[src/rtl/dds_ctrl_pkg.sv]
// dds_ctrl_pkg: shared types and constants for the DDS generation controller
package dds_ctrl_pkg;
    localparam int NUM_ACC = 3;
    typedef enum logic [2:0] {IDLE, LAUNCH, WAIT_START, RUN, GAP, RECOVER} state_t;
    localparam logic [1:0] TYPE_TONE = 2'd0;
    localparam logic [1:0] TYPE_LFM  = 2'd1;
    localparam logic [1:0] TYPE_PSK  = 2'd2;
    localparam logic [1:0] TYPE_RSVD = 2'd3;
    localparam logic [1:0] ERR_START_TIMEOUT = 2'd1;
    localparam logic [1:0] ERR_RSVD_TYPE     = 2'd2;
    localparam logic [1:0] ERR_ABORT         = 2'd3;
    // The reserved type selects no accumulator.
    function automatic logic [NUM_ACC-1:0] acc_sel(input logic [1:0] t);
        return {t == TYPE_PSK, t == TYPE_LFM, t == TYPE_TONE};
    endfunction
endpackage

[src/rtl/dds_gen_controller_if.sv]
// dds_gen_controller_if: host command handshake and status bundle
// master = host/config register file, slave = dds_gen_controller
interface dds_gen_controller_if;
    logic       CMD_VALID;
    logic       CMD_READY;
    logic [1:0] CMD_SIGNAL_TYPE;
    logic [7:0] CMD_REPEAT;
    logic       BUSY;
    logic       DONE;
    logic       ERR;
    logic [1:0] ERR_CODE;
    logic [7:0] PKT_CNT;
    modport master (
        output CMD_VALID, CMD_SIGNAL_TYPE, CMD_REPEAT,
        input  CMD_READY, BUSY, DONE, ERR, ERR_CODE, PKT_CNT
    );
    modport slave (
        input  CMD_VALID, CMD_SIGNAL_TYPE, CMD_REPEAT,
        output CMD_READY, BUSY, DONE, ERR, ERR_CODE, PKT_CNT
    );
endinterface

[src/rtl/dds_watchdog_cnt.sv]
// dds_watchdog_cnt: 32-bit saturating watchdog counter
// CLK/RESET; clr zeroes, en counts up to limit; hit is high on the cycle the limit is reached
module dds_watchdog_cnt (
    input  logic        CLK,
    input  logic        RESET,
    input  logic        clr,
    input  logic        en,
    input  logic [31:0] limit,
    output logic        hit
);
    logic [31:0] cnt;
    always_ff @(posedge CLK) begin
        if (RESET || clr) cnt <= '0;
        else if (en && cnt < limit) cnt <= cnt + 32'd1;
    end
    // cnt holds cycles already elapsed, so the current cycle is cnt+1
    assign hit = {1'b0, cnt} + 33'd1 >= {1'b0, limit};
endmodule

[src/rtl/dds_gen_controller.sv]
// dds_gen_controller: launches, repeats and supervises DDS accumulator packets
// host: command handshake + BUSY/DONE/ERR/ERR_CODE/PKT_CNT; ABORT, OUT_REG_READY in;
// SIGNAL_TYPE, ACC_START, ACC_RESET out; ACC_START_CALC/ACC_STOP_CALC flags in
module dds_gen_controller
    import dds_ctrl_pkg::*;
#(
    parameter int          START_TIMEOUT = 64,
    parameter logic [31:0] RUN_TIMEOUT   = 32'hFFFF_FFFF,
    parameter int          GAP_CYCLES    = 2
) (
    input  logic                 CLK,
    input  logic                 RESET,
    dds_gen_controller_if.slave  host,
    input  logic                 ABORT,
    input  logic                 OUT_REG_READY,
    output logic [1:0]           SIGNAL_TYPE,
    output logic [NUM_ACC-1:0]   ACC_START,
    output logic [NUM_ACC-1:0]   ACC_RESET,
    input  logic [NUM_ACC-1:0]   ACC_START_CALC,
    input  logic [NUM_ACC-1:0]   ACC_STOP_CALC
);
    state_t             st;
    logic [7:0]         rep;
    logic [8:0]         pkt;
    logic [7:0]         gap;
    logic [NUM_ACC-1:0] sel;
    logic               started;
    logic               stopped;
    logic               wd_hit;
    assign sel     = acc_sel(SIGNAL_TYPE);
    assign started = |(ACC_START_CALC & sel);
    assign stopped = |(ACC_STOP_CALC & sel);
    // 9-bit count so a 256-packet command still terminates while PKT_CNT wraps
    assign host.PKT_CNT = pkt[7:0];
    dds_watchdog_cnt u_wd (
        .CLK   (CLK),
        .RESET (RESET),
        .clr   (st == LAUNCH || (st == WAIT_START && started)),
        .en    (st == WAIT_START || st == RUN),
        .limit (st == RUN ? RUN_TIMEOUT : 32'(START_TIMEOUT)),
        .hit   (wd_hit)
    );
    always_ff @(posedge CLK) begin
        if (RESET) begin
            st             <= IDLE;
            SIGNAL_TYPE    <= TYPE_TONE;
            rep            <= '0;
            pkt            <= '0;
            gap            <= '0;
            ACC_START      <= '0;
            ACC_RESET      <= '0;
            host.CMD_READY <= 1'b1;
            host.BUSY      <= 1'b0;
            host.DONE      <= 1'b0;
            host.ERR       <= 1'b0;
            host.ERR_CODE  <= '0;
        end else begin
            ACC_START <= '0;
            ACC_RESET <= '0;
            host.DONE <= 1'b0;
            host.ERR  <= 1'b0;
            // RECOVER already resets the accumulator, so a held ABORT is not re-taken there
            if (ABORT && st != IDLE && st != RECOVER) begin
                st            <= RECOVER;
                ACC_RESET     <= sel;
                host.ERR      <= 1'b1;
                host.ERR_CODE <= ERR_ABORT;
            end else begin
                case (st)
                    IDLE: if (host.CMD_VALID) begin
                        SIGNAL_TYPE <= host.CMD_SIGNAL_TYPE;
                        rep         <= host.CMD_REPEAT;
                        pkt         <= '0;
                        if (host.CMD_SIGNAL_TYPE == TYPE_RSVD) begin
                            host.ERR      <= 1'b1;
                            host.ERR_CODE <= ERR_RSVD_TYPE;
                        end else begin
                            st             <= LAUNCH;
                            host.CMD_READY <= 1'b0;
                            host.BUSY      <= 1'b1;
                        end
                    end
                    LAUNCH: if (OUT_REG_READY) begin
                        ACC_START <= sel;
                        st        <= WAIT_START;
                    end
                    WAIT_START: if (started) begin
                        st <= RUN;
                    end else if (wd_hit) begin
                        st            <= RECOVER;
                        ACC_RESET     <= sel;
                        host.ERR      <= 1'b1;
                        host.ERR_CODE <= ERR_START_TIMEOUT;
                    end
                    RUN: if (stopped) begin
                        pkt <= pkt + 9'd1;
                        gap <= '0;
                        st  <= GAP;
                    end else if (wd_hit) begin
                        st            <= RECOVER;
                        ACC_RESET     <= sel;
                        host.ERR      <= 1'b1;
                        host.ERR_CODE <= ERR_START_TIMEOUT;
                    end
                    GAP: if (gap == 8'(GAP_CYCLES)) begin
                        if (pkt == {1'b0, rep} + 9'd1) begin
                            host.DONE      <= 1'b1;
                            host.CMD_READY <= 1'b1;
                            host.BUSY      <= 1'b0;
                            st             <= IDLE;
                        end else begin
                            st <= LAUNCH;
                        end
                    end else begin
                        gap <= gap + 8'd1;
                    end
                    RECOVER: begin
                        st             <= IDLE;
                        host.CMD_READY <= 1'b1;
                        host.BUSY      <= 1'b0;
                    end
                    default: st <= IDLE;
                endcase
            end
        end
    end
endmodule

[src/flat_wrapper.sv]
// flat-port wrapper written by rule: the top's interface ports become plain ports
module dds_gen_controller_flat import dds_ctrl_pkg::*;
#(
    parameter int          START_TIMEOUT = 64,
    parameter logic [31:0] RUN_TIMEOUT   = 32'hFFFF_FFFF,
    parameter int          GAP_CYCLES    = 2
)
  (CLK, RESET, ABORT, OUT_REG_READY, SIGNAL_TYPE, ACC_START, ACC_RESET, ACC_START_CALC, ACC_STOP_CALC, host_CMD_VALID, host_CMD_SIGNAL_TYPE, host_CMD_REPEAT, host_CMD_READY, host_BUSY, host_DONE, host_ERR, host_ERR_CODE, host_PKT_CNT);
  dds_gen_controller_if host_i ();
  input  logic CLK;
  input  logic RESET;
  input  logic ABORT;
  input  logic OUT_REG_READY;
  output logic [1:0] SIGNAL_TYPE;
  output logic [NUM_ACC-1:0] ACC_START;
  output logic [NUM_ACC-1:0] ACC_RESET;
  input  logic [NUM_ACC-1:0] ACC_START_CALC;
  input  logic [NUM_ACC-1:0] ACC_STOP_CALC;
  input wire logic [$bits(host_i.CMD_VALID)-1:0] host_CMD_VALID;
  input wire logic [$bits(host_i.CMD_SIGNAL_TYPE)-1:0] host_CMD_SIGNAL_TYPE;
  input wire logic [$bits(host_i.CMD_REPEAT)-1:0] host_CMD_REPEAT;
  output wire logic [$bits(host_i.CMD_READY)-1:0] host_CMD_READY;
  output wire logic [$bits(host_i.BUSY)-1:0] host_BUSY;
  output wire logic [$bits(host_i.DONE)-1:0] host_DONE;
  output wire logic [$bits(host_i.ERR)-1:0] host_ERR;
  output wire logic [$bits(host_i.ERR_CODE)-1:0] host_ERR_CODE;
  output wire logic [$bits(host_i.PKT_CNT)-1:0] host_PKT_CNT;
  assign host_i.CMD_VALID = host_CMD_VALID;
  assign host_i.CMD_SIGNAL_TYPE = host_CMD_SIGNAL_TYPE;
  assign host_i.CMD_REPEAT = host_CMD_REPEAT;
  assign host_CMD_READY = host_i.CMD_READY;
  assign host_BUSY = host_i.BUSY;
  assign host_DONE = host_i.DONE;
  assign host_ERR = host_i.ERR;
  assign host_ERR_CODE = host_i.ERR_CODE;
  assign host_PKT_CNT = host_i.PKT_CNT;
  dds_gen_controller #(.START_TIMEOUT(START_TIMEOUT), .RUN_TIMEOUT(RUN_TIMEOUT), .GAP_CYCLES(GAP_CYCLES)) u_core (.CLK(CLK), .RESET(RESET), .host(host_i), .ABORT(ABORT), .OUT_REG_READY(OUT_REG_READY), .SIGNAL_TYPE(SIGNAL_TYPE), .ACC_START(ACC_START), .ACC_RESET(ACC_RESET), .ACC_START_CALC(ACC_START_CALC), .ACC_STOP_CALC(ACC_STOP_CALC));
endmodule
[config.mk]
export PLATFORM = sky130hd
export DESIGN_NAME = dds_gen_controller_flat
export DESIGN_NICKNAME = d
export VERILOG_FILES = /design/src/rtl/dds_ctrl_pkg.sv /design/src/rtl/dds_gen_controller_if.sv /design/src/rtl/dds_watchdog_cnt.sv /design/src/rtl/dds_gen_controller.sv /design/src/flat_wrapper.sv
export SDC_FILE = /design/constraint.sdc
export NUM_CORES = 1
export LEC_CHECK = 0
export ABC_AREA = 1
export CAP_MARGIN = 0
export CORE_UTILIZATION = 60
export CTS_CLUSTER_SIZE = 25
export DETAILED_ROUTE_END_ITERATION = 10
export PLACE_DENSITY = 0.81
export SYNTH_ARGS = -nofsm -noshare
export SYNTH_HDL_FRONTEND = slang
export SYNTH_SLANG_ARGS = --single-unit
export TNS_END_PERCENT = 30
[constraint.sdc]
create_clock -name CLK -period 4.9 [get_ports CLK]
set_input_delay 0.735 -clock CLK [delete_from_list [all_inputs] [get_ports CLK]]
set_output_delay 0.735 -clock CLK [all_outputs]
set_load 0.05 [all_outputs]
Word-level counts from Yosys, hierarchy flattened:

Cells that the tools add are included.

* output and inout port bits: 22
* input bits: 21
* register bits after elaboration: 74
* logic and storage cells: 126

* bitwise logic cells: 7
* $lt $le $gt $ge: 2
* add/sub/neg operators: 5
* reduce and logical (&&, ||, !) cells: 26
* equality and inequality tests: 25
* mux-type cells: 47

Operator list (number)
* 3-bit two-way mux: 12
* 32-bit by 1-bit adder with 33-bit output (second input constant): 1
* 33-bit by 32-bit greater-or-equal comparator with 1-bit output: 1
* 32-bit by 1-bit adder with 32-bit output (second input constant): 1
* 32-bit less-than comparator: 1
* 32-bit two-way mux: 1
* 9-bit two-way mux: 2
* 9-bit case mux with 2 select lines: 1
* 1-bit two-way mux: 16
* 8-bit two-way mux: 2
* 8-bit case mux with 2 select lines: 1
* 4-bit AND reduction: 4
* 3-bit case mux with 5 select lines: 1
* 2-bit two-way mux: 6
* 3-bit inequality test (second input constant): 4
* 8-bit by 1-bit adder with 9-bit output (second input constant): 1
* 9-bit by 1-bit adder with 9-bit output (second input constant): 1
* 9-bit equality test: 1
* 1-bit case mux with 3 select lines: 3
* 8-bit by 1-bit adder with 8-bit output (second input constant): 1
* 8-bit by 2-bit equality test with 1-bit output (second input constant): 1
* 2-bit inequality test (second input constant): 4
* 4-bit OR reduction: 2
* 3-bit bitwise AND: 2
* 23 further kinds: 42

Logic depth before layout (Yosys ltp):

* word-level depth: 7
* depth in mapped cells: 25
* gate-level depth less buffers: 25

Hierarchy:

Synthesis repeated with hierarchy kept, for this count alone.

* cell total of the unflattened synthesis: 956
* area total of the unflattened synthesis: 6185.9 sq um

By module, submodules not included
* dds_watchdog_cnt: cells an instance 612, area an instance 3787.4 sq um, times used 1, sequential area each 640.6 sq um
* dds_gen_controller: cells an instance 344, area an instance 2398.6 sq um, times used 1, sequential area each 840.8 sq um

Worst setup path after synthesis:

Ideal clock, no wire load.

* path kind: reg2reg
* from: register u_core.st[2]
* to: register u_core.u_wd.cnt[1]
* library setup time: 0.113 ns
* cell stages (with the launch flop): 18
* data required time: 4.787 ns
* slack: 1.382 ns
* path buffers: 1
* arrival: 3.404 ns
* path through: dfxtp_1 -> nor2_1 -> nand2_1 -> inv_1 -> ha_1 -> inv_1 -> a21oi_1 -> o21ai_0 -> nand4_1 -> nand2_1 -> nand3_1 -> nand2_1 -> nand2_1 -> nand3_1 -> clkbuf_1 -> nand2_1 -> nand2_1 -> nor2_1

* cells in the longest elaborated chain, start to end: 4

RTL lines
* start, declared: line dds_gen_controller.sv:22 `state_t st;`
* start signal, assigned: line dds_gen_controller.sv:45 `st <= IDLE;`
* start signal, assigned: line dds_gen_controller.sv:64 `st <= RECOVER;`
* start signal, assigned: line dds_gen_controller.sv:78 `st <= LAUNCH;`
* 3-bit by 2-bit equality test with 1-bit output (on tied branches): line dds_gen_controller.sv:39, dds_gen_controller.sv:40, dds_gen_controller.sv:38
* 32-bit two-way mux / 1-bit logical AND (equally long branches): line dds_gen_controller.sv:40, dds_gen_controller.sv:38
* 32-bit less-than comparator / 1-bit logical OR (equally long branches): line dds_watchdog_cnt.sv:14, dds_gen_controller.sv:38
* 1-bit logical AND / 1-bit logical OR (equally long branches): line dds_watchdog_cnt.sv:14, dds_watchdog_cnt.sv:13
* end signal, assigned: line dds_watchdog_cnt.sv:14 `else if (en && cnt < limit) cnt <= cnt + 32'd1;`
* end, declared: line dds_watchdog_cnt.sv:11 `logic [31:0] cnt;`

Several ways; a longest one is shown, not always the timed one.
A chain may end at the register's enable or synchronous reset.

Worst setup path after layout:

* from: register u_core.st[1]
* to: register u_core.u_wd.cnt[3]

The elaborated chain is that of the path after synthesis.

==> results by group <==
Worst setup path
  – Reg-to-Reg Start: u_core.st[1]
  – Worst path slowest cell: buf_4
  – Most common cell on crit path: nand2_1
  – Setup slack, reg-to-reg: 1120 ps
  – Startpoint types: register
  – Reg2Reg Depth: 15
  – Cells along the critical path: inv_1, nor2_1, nand2_2, buf_4, ha_1, nand4_1, inv_1, nand2_1, nor4_1, nand2_1, nand3_2, buf_4, nand2_1, nand2_1, nor2_1
  – Crit Path Class: register to register
  – Data arrival, critical path: 4030 ps
  – Worst path max stage delay: 490 ps
  – CP Capture Type: register
  – Critical Path Sink: u_core.u_wd.cnt[3]
  – Required time of the worst setup path: 5150 ps
  – CP max FO: 64
  – Critical Path Source: u_core.st[1]
  – FF-to-FF End: u_core.u_wd.cnt[3]

Logic synthesis
  – Synth cell types: 36
  – Mapped Area: 0.005833 mm²
  – Yosys warnings: 0
  – Cell count after synthesis: 899
  – Post-synth EDFFs: 0
  – Ys async rst share: 0
  – Register area share after synthesis: 0.2540
  – Synth Register Bits: 74
  – Syn Nets: 987
  – Syn Area/Cell: 6.488 µm²
  – Most used DFF post-synth: dfxtp_1

Layout
  – Commonest non-fill, non-tap cell in the layout: nand2_1
  – Share of layout cells above drive strength 1: 0.04574
  – Fin area: 0.006553 mm²
  – Area growth from synthesis to layout: 12.33%
  – Antenna cells: 0
  – Number of fill cells in the layout: 780
  – Nets: 1023
  – Most frequent cells in the layout: nand2_1 (209), inv_1 (132), nor2_1 (128)

Place
  – # port buffers: 42
  – DP Wirelength: 11.04 mm
  – Pre-CTS setup slack: 1255 ps
  – Area after DPL: 0.006335 mm²
  – GP Congestion: 0.9932

GRT
  – GR Overflow Total: 0
  – Largest net degree at the start of global routing: 65
  – Initial antenna violation count: 0
  – Tot GR Track Use: 0.3015
  – Number of global-route vias before repair: 5331
  – First-pass GRT wire length: 24.44 mm

Floorplan
  – Die H: 100.6 µm
  – Core Box Area: 0.009328 mm²
  – # rows: 35
  – DIE WIDTH: 100.6 µm
  – Initial core utilization: 0.6254
  – Top Ports: 43
  – Die area: 0.01012 mm²

STA
  – Setup Skew: 9.725 ps
  – Relative slew slack: 0.5383
  – Setup-failing EPs final: 0
  – Max-slew violation count: 0
  – Post-route setup TNS: 0 ps
  – Worst-Margin Slew: 690.1 ps
  – Final WS setup: 1125 ps
  – Fmax: 264.9 MHz
  – Crit path time final: 3775 ps
  – RSZ-0062 raised after global routing: false
  – Period utilization: 0.7705
  – Final hold viol count: 0

CTS
  – Post-CTS Resized: 0
  – CTS tree: yes
  – Worst-Skew Late Latency: 350 ps
  – Post-CTS Setup Bufs: 0
  – CTS Sinks: 74
  – H-tree levels: 3
  – Clk root buf: clkbuf_8
  – CTS Buf Count: 9
  – Post-CTS Hold Fix Bufs: 0
  – Clk buf depth: 2
  – Clk pin slew, worst setup/hold paths: 90 ps

Power and ir drop
  – PwrDens: 507.7 mW/mm²
  – Power consumption: 0.003327 W
  – Worst ir drop on vdd: 0.3077 mV
  – Leakage power: 3.262 nW

Drt
  – Routed via count: 5895
  – Router iterations before antenna repair: 5
  – Post-DRT Antenna Nets: 0
  – Number of remaining DRC errors: 0
  – Detailed Route WL: 14.64 mm
  – Initial DRC count: 427
  – Routed WL per cell: 13.69 µm
  – Vias per cell: 5.514

Run status
  – Outcome: complete, no violations

Min path
  – HP Start: u_core.host.CMD_READY
  – Min-delay worst type: register to register

Run
  – Total of max-cap violations: 0
==> sequential cells by signal, indices dropped and copies added (netlist names) <==
name	count
u_core.host.DONE	1
u_core.u_wd.cnt	32
u_core.host.ERR_CODE	2
u_core.gap	8
u_core.rep	8
u_core.st	3
u_core.host.CMD_READY	1
u_core.pkt	9
u_core.host.BUSY	1
u_core.host.ERR	1
u_core.SIGNAL_TYPE	2
u_core.ACC_RESET	3
u_core.ACC_START	3
==> area by class of cell <==
class | count | area, µm² | share of cell area
inverter | 136 | 510.5 | 0.07791
timing repair buffer | 45 | 442.9 | 0.06760
tap | 129 | 161.4 | 0.02463
sequential | 74 | 1481 | 0.2261
multi-input combinational | 669 | 3739 | 0.5706
clock buffer | 10 | 127.6 | 0.01948
clock inverter | 6 | 90.09 | 0.01375
==> where the power goes <==
part / total (W) / switching, W / leakage (nW) / internal [W]
logic: 0.00191 / 0.00126 / 2.55 / 0.000656
clock network: 0.000542 / 0.000253 / 0.107 / 0.000289
registers: 0.000874 / 0.000147 / 0.601 / 0.000727
total: 0.00333 / 0.00166 / 3.26 / 0.00167
==> critical path: cells and delay by family, from the launching register on <==
| family | cells | cell delay [ps] |
|---|---|---|
| adder cells (fa/ha/maj) | 1 | 370 |
| buffers and inverters | 4 | 1080 |
| flip-flops | 1 | 370 |
| AND/OR/NAND/NOR | 10 | 1790 |
==> synth_stat cells, types with 5 or more instances <==
master | instances | share of area
nand2_1 | 210 | 0.14
inv_1 | 132 | 0.085
nand4_1 | 22 | 0.024
nand3_1 | 46 | 0.039
o21ai_0 | 43 | 0.037
nor3_1 | 20 | 0.017
ha_1 | 67 | 0.14
dfxtp_1 | 74 | 0.25
nor2_1 | 129 | 0.083
nor3b_1 | 5 | 0.0064
xor2_1 | 31 | 0.047
clkbuf_1 | 8 | 0.0051
buf_4 | 9 | 0.012
a21oi_1 | 53 | 0.045
==> metal layers <==
| layer | global-route usage | vias to the layer above | wire length (µm) |
|---|---|---|---|
| li1 | - | 2970 | - |
| met1 | 0.4137 | 2663 | 6584 |
| met2 | 0.4926 | 231 | 6656 |
| met3 | 0.03883 | 31 | 1137 |
| met4 | 0.09253 | 0 | 257 |
| met5 | 0 | - | 0 |
==> metrics by stage <==
step,utilization,hold slack [ps],cells
2_1_floorplan,-,452.6,899
3_3_place_gp,0.6791,444.0,1053
3_5_place_dp,0.6791,446.0,1053
4_1_cts,0.7025,460.9,1069
5_1_grt,0.7025,483.8,1069
6_report,0.7025,458.2,1069
==> how the worst min path moves through the flow <==
stage,end,cells after the start
2_1_floorplan,u_core.gap[7],2
3_3_place_gp,u_core.host.CMD_READY,2
3_5_place_dp,u_core.host.CMD_READY,2
4_1_cts,u_core.host.CMD_READY,2
5_1_grt,u_core.host.CMD_READY,2
6_report,u_core.host.CMD_READY,2
==> cell families after synthesis <==
| group | count (synthesis) | synth area share |
|---|---|---|
| simple gates | 453 | 0.3376 |
| buf+inv | 156 | 0.1068 |
| compound gates | 115 | 0.1068 |
| flops | 74 | 0.2540 |
| fa+ha+maj | 67 | 0.1437 |
| xor+xnor | 34 | 0.05105 |
Note: power is estimated with default switching activity, not from simulation.
